`src/rtl/tl_sched.sv`:
```
// -----------------------------------------------------------------------------
// tl_sched -- phase scheduler for a two-street intersection with a pedestrian
// crossing. Owns the signal heads and arbitrates between street A traffic,
// street B traffic and pedestrian requests. It enforces minimum green, maximum
// green (anti-starvation), a fixed yellow interval and a fixed all-red walk
// interval.
//
// Configuration macro: TL_SCHED_PED_EN
//   defined   : pedestrian latch, WALK state, walk and ped_ack outputs are built
//   undefined : ped_req is ignored, walk/ped_ack are tied 0, and yellow goes
//               straight to the opposite green
//
// Parameters
//   MIN_GREEN  minimum green length in cycles       (1..31)
//   MAX_GREEN  green length before a forced change  (MIN_GREEN..31)
//   YELLOW_T   yellow length in cycles              (1..31)
//   WALK_T     all-red walk length in cycles        (1..31)
//
// Ports
//   clk      in   rising-edge clock
//   reset    in   synchronous, active-high reset
//   Ta       in   traffic present on street A
//   Tb       in   traffic present on street B
//   ped_req  in   pedestrian request (pulse of any length)
//   La       out  street A head: 00 green, 01 yellow, 10 red
//   Lb       out  street B head, same encoding
//   walk     out  walk indication
//   ped_ack  out  one-cycle pulse in the first walk cycle
// -----------------------------------------------------------------------------
module tl_sched #(
  parameter int MIN_GREEN = 4,
  parameter int MAX_GREEN = 10,
  parameter int YELLOW_T  = 2,
  parameter int WALK_T    = 3
) (
  input  logic       clk,
  input  logic       reset,
  input  logic       Ta,
  input  logic       Tb,
  input  logic       ped_req,
  output logic [1:0] La,
  output logic [1:0] Lb,
  output logic       walk,
  output logic       ped_ack
);

  localparam logic [1:0] C_GREEN  = 2'b00;
  localparam logic [1:0] C_YELLOW = 2'b01;
  localparam logic [1:0] C_RED    = 2'b10;

  // Thresholds are compared against the timer value of the current cycle, so
  // an interval of N cycles ends when the timer reads N-1.
  localparam logic [4:0] L_MIN_M1  = 5'(MIN_GREEN - 1);
  localparam logic [4:0] L_MAX_M1  = 5'(MAX_GREEN - 1);
  localparam logic [4:0] L_YEL_M1  = 5'(YELLOW_T - 1);
  localparam logic [4:0] L_TIM_MAX = 5'd31;

  typedef enum logic [2:0] {
    S_AG = 3'd0,
    S_AY = 3'd1,
    S_BG = 3'd2,
    S_BY = 3'd3
`ifdef TL_SCHED_PED_EN
    , S_WALK = 3'd4
`endif
  } state_t;

  state_t     r_state;
  state_t     w_state_nxt;
  logic [4:0] r_timer;
  logic       w_pend;
  logic       w_a_exit;
  logic       w_b_exit;

`ifdef TL_SCHED_PED_EN
  localparam logic [4:0] L_WALK_M1 = 5'(WALK_T - 1);

  logic r_ped_pend;
  logic r_nxt_b;      // street served after WALK: 1 = B, 0 = A
  logic w_enter_walk;

  assign w_pend       = r_ped_pend;
  assign w_enter_walk = (w_state_nxt == S_WALK) && (r_state != S_WALK);
`else
  logic w_unused_ped;

  assign w_pend       = 1'b0;
  assign w_unused_ped = ped_req;
`endif

  // A green may end only after its minimum length, and only if someone else
  // is waiting. It ends early when its own street has gone quiet, or at max
  // green regardless of its own traffic.
  assign w_a_exit = (r_timer >= L_MIN_M1) && (Tb || w_pend) &&
                    (!Ta || (r_timer >= L_MAX_M1));
  assign w_b_exit = (r_timer >= L_MIN_M1) && (Ta || w_pend) &&
                    (!Tb || (r_timer >= L_MAX_M1));

  // NOTE: every combinational output gets a default before the case, so no
  // path through the block leaves a value unassigned (no latch inferred).
  always_comb begin
    w_state_nxt = r_state;
    case (r_state)
      S_AG: if (w_a_exit) w_state_nxt = S_AY;
      S_BG: if (w_b_exit) w_state_nxt = S_BY;
`ifdef TL_SCHED_PED_EN
      S_AY: if (r_timer == L_YEL_M1) w_state_nxt = w_pend ? S_WALK : S_BG;
      S_BY: if (r_timer == L_YEL_M1) w_state_nxt = w_pend ? S_WALK : S_AG;
      S_WALK: if (r_timer == L_WALK_M1) w_state_nxt = r_nxt_b ? S_BG : S_AG;
`else
      S_AY: if (r_timer == L_YEL_M1) w_state_nxt = S_BG;
      S_BY: if (r_timer == L_YEL_M1) w_state_nxt = S_AG;
`endif
      default: w_state_nxt = S_AG;
    endcase
  end

  // NOTE: sequential state uses non-blocking assignments so every register
  // samples the pre-edge values of the others.
  always_ff @(posedge clk) begin
    if (reset) begin
      r_state <= S_AG;
      r_timer <= '0;
    end else begin
      r_state <= w_state_nxt;
      if (w_state_nxt != r_state)    r_timer <= '0;
      else if (r_timer != L_TIM_MAX) r_timer <= r_timer + 5'd1;
    end
  end

`ifdef TL_SCHED_PED_EN
  // A request arriving in the same cycle as the entry into WALK is kept:
  // that walk was decided on the older request, so this one waits for the
  // next green to finish.
  always_ff @(posedge clk) begin
    if (reset) begin
      r_ped_pend <= 1'b0;
      r_nxt_b    <= 1'b1;
    end else begin
      r_ped_pend <= (ped_req && (r_state != S_WALK)) ||
                    (r_ped_pend && !w_enter_walk);
      if ((r_state == S_AG) && (w_state_nxt == S_AY))      r_nxt_b <= 1'b1;
      else if ((r_state == S_BG) && (w_state_nxt == S_BY)) r_nxt_b <= 1'b0;
    end
  end
`endif

  // Moore decode of the heads from the registered state.
  always_comb begin
    La      = C_RED;
    Lb      = C_RED;
    walk    = 1'b0;
    ped_ack = 1'b0;
    case (r_state)
      S_AG: La = C_GREEN;
      S_AY: La = C_YELLOW;
      S_BG: Lb = C_GREEN;
      S_BY: Lb = C_YELLOW;
`ifdef TL_SCHED_PED_EN
      S_WALK: begin
        walk    = 1'b1;
        ped_ack = (r_timer == 5'd0);
      end
`endif
      default: begin
        La = C_RED;
        Lb = C_RED;
      end
    endcase
  end

endmodule

```
`config.mk`:
```
export PLATFORM = sky130hd
export DESIGN_NAME = tl_sched
export DESIGN_NICKNAME = d
export VERILOG_FILES = /design/src/rtl/tl_sched.sv
export SDC_FILE = /design/constraint.sdc
export NUM_CORES = 1
export LEC_CHECK = 0
export CAP_MARGIN = 20
export CORE_AREA = 2 2 39 41
export CTS_CLUSTER_SIZE = 24
export DETAILED_ROUTE_END_ITERATION = 16
export DIE_AREA = 0 0 41 43
export MAX_ROUTING_LAYER = met4
export PLACE_DENSITY = 0.54
export SLEW_MARGIN = 20
export SYNTH_ARGS = -nofsm -noshare
export SYNTH_HDL_FRONTEND = slang
export SYNTH_SLANG_ARGS = --single-unit
```
`constraint.sdc`:
```
create_clock -name clk -period 1.7 [get_ports clk]
set_input_delay 0.17 -clock clk [delete_from_list [all_inputs] [get_ports clk]]
set_output_delay 0.17 -clock clk [all_outputs]
set_load 0.02 [all_outputs]
```
# ---- Word level (Yosys, flattened, before mapping)
# Index checks and enable logic that the tools add are counted.
dict set report totals {
  elab_cells 28
  inputBits 5
  reg_bits 8
}
dict set report classes {
  n_lt_le_gt_ge 2
  n_mux 7
  n_eq_ne 6
  add_sub_neg 1
  n_reduce_logical 10
}
# cell count
set op_table {}
lappend op_table {{$mux W3} 4}
lappend op_table {{$pmux W3 S4} 1}
lappend op_table {{$pmux W2 S2} 2}
lappend op_table {{$eq A3 B2 Y1 const B} 2}
lappend op_table {{$add A5 B1 Y5 const B} 1}
lappend op_table {{$eq A5 B1 Y1 const B} 1}
lappend op_table {{$ge A5 B2 Y1 const B} 1}
lappend op_table {{$ge A5 B4 Y1 const B} 1}
lappend op_table {{$ne A5 B5 Y1 const B} 1}
lappend op_table {{$logic_and A1 B1 Y1} 4}
lappend op_table {{$eq A3 B1 Y1 const B} 1}
lappend op_table {{$logic_not A3 Y1} 1}
lappend op_table {{$ne A3 B3 Y1} 1}
lappend op_table {{$logic_not A1 Y1} 2}
lappend op_table {{$logic_or A1 B1 Y1} 2}
lappend op_table {{$reduce_or A2 Y1} 1}

# ---- Longest topological paths before layout
dict set report logic_depth {
  ltp_word 7
  ltp_mapped 6
  ltp_nobuf 6
}

# ---- Least setup slack after synthesis
# OpenSTA, ideal clock, no wires.
dict set report synth_timing {
  kind {reg2reg}
  from {register r_timer[0]}
  to {register r_timer[2]}
  slack_ns 0.208
  setup_time_ns 0.122
  path_buffers 0
  arrival_ns 1.370
  stages_incl_launch_ff 7
  required_time_ns 1.578
  path_cell_list {dfxtp_1 > ha_1 > and3_1 > ha_1 > and2b_2 > xnor2_1 > nor2_1}
}
dict set report synth_between {
  elab_chain_len 7
  word_cells_on_any_way 18
}
# element line
set synth_rtl {}
lappend synth_rtl {{start: declaration} 70} ;# logic [4:0] r_timer;
lappend synth_rtl {{start signal: assignment} 127} ;# else if (r_timer != L_TIM_MAX) r_timer <= r_timer + 5'd1;
lappend synth_rtl {{$ge A5 B2 Y1 or $ge A5 B4 Y1 (tied branches)} n/a}
lappend synth_rtl {{$logic_and A1 B1 Y1 (tied with other cells)} 96} ;# assign w_b_exit = (r_timer >= L_MIN_M1) && (Ta || w_pend) &&
lappend synth_rtl {{$logic_and A1 B1 Y1 (on tied branches)} {96, 94}}
lappend synth_rtl {{$mux W3 (on tied branches)} {105, 104}}
lappend synth_rtl {{$pmux W3 S4} 103} ;# case (r_state)
lappend synth_rtl {{$ne A3 B3 Y1} 126} ;# if (w_state_nxt != r_state) r_timer <= '0;
lappend synth_rtl {{$reduce_or A2 Y1 (no line)} n/a}
# Parallel ways exist; a longest one is shown, timed or not.
# A chain may end at the register's enable or synchronous reset.

# ---- Final worst setup path
dict set report layout_timing {
  from {register r_state[2]}
  to {output port La[1]}
}
dict set report layout_between {
  elab_chain_len 2
  word_cells_on_any_way 3
}
# element line
set layout_rtl {}
lappend layout_rtl {{start: declaration} 68} ;# state_t r_state;
lappend layout_rtl {{start signal: assignment} 125} ;# r_state <= w_state_nxt;
lappend layout_rtl {{$eq A3 B1 Y1 or $logic_not A3 Y1 (tied branches)} 154} ;# case (r_state)
lappend layout_rtl {{$pmux W2 S2 (*)} 154}
lappend layout_rtl {{end: declaration} 41} ;# output logic [1:0] La,
# Mark *: on every way between the ends. The rest lies on a longest branch, timed or not.

==> results.yml <==
routing:
  via_count: 351
  first_pass_iters: 3
  viasPerCell: 4.56
  drt-total-wl_um: 795
  drtAntennaViolNets: 0
  drc: 0
  wl_per_cell_um: 10.3
  drtIter0Drc: 1
synthesis:
  synth_async_sr_flop_share_pct: 0
  synthTopCellsByCount: "nor2_1, dfxtp_1, a21oi_1, ha_1"
  synth_edf_count: 0
  synth_most_common_cell: "nor2_1"
  yosysWarnings: 0
  syn_area_per_cell_um2: 9.01
  syn_area_um2: 442
  postSynthCellCount: 49
  synthTopCellsByArea: "dfxtp_1, ha_1, nor2_1"
  yosysTopAreaCellShare_pct: 36.3
  synth_top_area_cell: "dfxtp_1"
  ys_seq_area_share_pct: 36.3
  synthDistinctLibCells: 22
  synth_seq_cells: 8
  ys.flop_type: "dfxtp_1"
outcome:
  status: "completed"
cts:
  cts_made_buffers: 3
  clkLatencyLatePin_ps: 250
  cts-resized-gates: 0
  cts.sinks: 8
  cts.path.max_buffers: 2
  cts_hold_buf: 0
  clockRootBuffer: "clkbuf_4"
  post_cts_buffers: 0
  clk_pin_slew_ps: 50
  cts_tree: "done"
  cts_htree_levels: 1
setup_path:
  crit_slowest_cell: "clkdlybuf4s50_1"
  critPathCaptureType: "primary output"
  start_kind: "flop"
  crit_path_cell_trace: "or2_2, clkdlybuf4s50_1"
  arrival_ps: 1430
  critPathKind: "reg2out"
  slowest_delay_ps: 540
  cp_top_family: "buffers and inverters"
  cp.required_ps: 1530
  path_buf_inv: 1
  critPathMaxFanout: 6
layout:
  stdcell_area_um2: 579
  multi_input_area_um2: 277
  regArea_um2: 163
  layout-drive-gt1-share_pct: 19.7
  nFillCells: 142
  syn_to_final_growth_pct: 31.2
  n_antenna_cell: 0
  final_core_util_pct: 41.9
  final_nets: 71
grt:
  grt_usage_pct: 12.3
  grt_pass1_vias: 341
  met2_usage_pct: 15.0
  grt_use_met1_pct: 14.4
  grt_first_pass_wirelength_mm: 1.33
  antenna_found_initial: 0
  top_usage_layer: "met2"
  grt-ovfl-total: 0
  grt_max_degree: 7
  grtUsageMet3_pct: 3.14
timing:
  finClkSkew_ps: 0.476
  setup_violations: 0
  whs_ps: 519
  min_period_ps: 1600
  clock.fmax_ghz: 0.625
  fin_ws_ps: 99.4
  hold_violations: 0
  slew_violations: 0
  tns_ps: 0
  grt_setup_unrepaired: "false"
  period_share_pct: 94.2
placement:
  place_area_um2: 539
  pre_cts_slack_ps: 87.7
  dp_hpwl_um: 606
  place_congestion: 0.744
  io_buffers: 7
hold_path:
  hold_path_class: "reg2reg"
die:
  die_y_um: 43
  num_rows: 14
  ioPinCount: 11
  core_um2: 1380
  initial_core_util_pct: 31.9
  die_x_um: 41
  dieArea_um2: 1760
flow_run:
  max_cap_viol_count: 0
pwr:
  power.density_nw_per_um2: 644
  p_leak_uw: 0.000266
  peakVddDrop_mv: 0.359
-- worst paths after layout --
path                     end  slack (ps)       start  cells past startpoint
setup / recovery       La[1]         100  r_state[2]                      2
hold / removal    r_state[1]         520  r_state[2]                      1
setup reg to reg  r_state[0]         130  r_timer[1]                      6
hold reg to reg   r_state[1]         520  r_state[2]                      1
-- layer usage --
metal / up-vias / wire length (µm)
li1: 190 / -
met1: 155 / 405
met2: 4 / 349
met3: 2 / 25
met4: 0 / 15
met5: - / 0
-- logic make-up (layout without fill, tap and decap cells) --
kind of cell,after synthesis,after routing,share of synthesized area [%]
and+or+nand+nor,20,20,23.8
AOI/OAI and AO/OA,7,7,13.0
other,1,3,0.849
buffers and inverters,4,14,5.10
muxes,2,2,4.53
DFF,8,8,36.3
xor gates and xnor gates,4,4,7.93
adders and majority gates,3,3,8.50
-- area by class of cell --
class,count,area share (%)
tap,16,3.46
timing repair buffer,9,15.6
clock buffer,3,3.89
sequential,8,28.1
multi-input combinational,39,47.7
inverter,2,1.30
-- layout by cell type, fill, tap and decap left out --
cell type        Yosys  routed
dfxtp_2              0       2
nand3_1              1       1
ha_1                 3       3
xnor2_1              2       2
and2b_2              1       1
mux2i_1              2       2
clkbuf_4             0       3
dlymetal6s2s_1       0       2
and4b_2              0       1
or2_2                1       1
conb_1               1       3
inv_1                2       2
a21oi_1              3       3
o21ba_2              1       1
nor3_1               2       2
nor2_1              10      10
dfxtp_1              8       6
o41ai_1              1       1
xor2_1               2       2
buf_4                2       2
nand4b_1             1       1
clkdlybuf4s50_1      0       5
nand2b_1             2       2
o211ai_4             0       1
and3_1               1       1
a2111o_1             1       1
-- worst reg2reg max path, cell delays in order (launching register included) --
cell	delay [ps]
dfxtp_2	360
inv_1	50
ha_1	200
o41ai_1	280
and4b_2	320
nor2_1	50
o21ba_2	200
-- sequential cells by signal, indices dropped and copies added, names as in the netlist --
signal / flops
r_state: 3
r_timer: 5
-- power by group --
group	total [µW]	internal, µW	switching, µW	leakage (µW)
registers	197	192	4.93	0.0000659
logic	37.9	19.3	18.6	0.000186
clock network	138	80.3	57.8	0.0000138
total	373	292	81.4	0.000266
-- through the flow --
step | total power (µW) | cells
global placement | 237 | 74
global route | 396 | 77
CTS | 382 | 77
detailed placement | 236 | 74
floorplan | 223 | 51
finish | 373 | 77
Note: power is estimated with default switching activity, not from simulation.
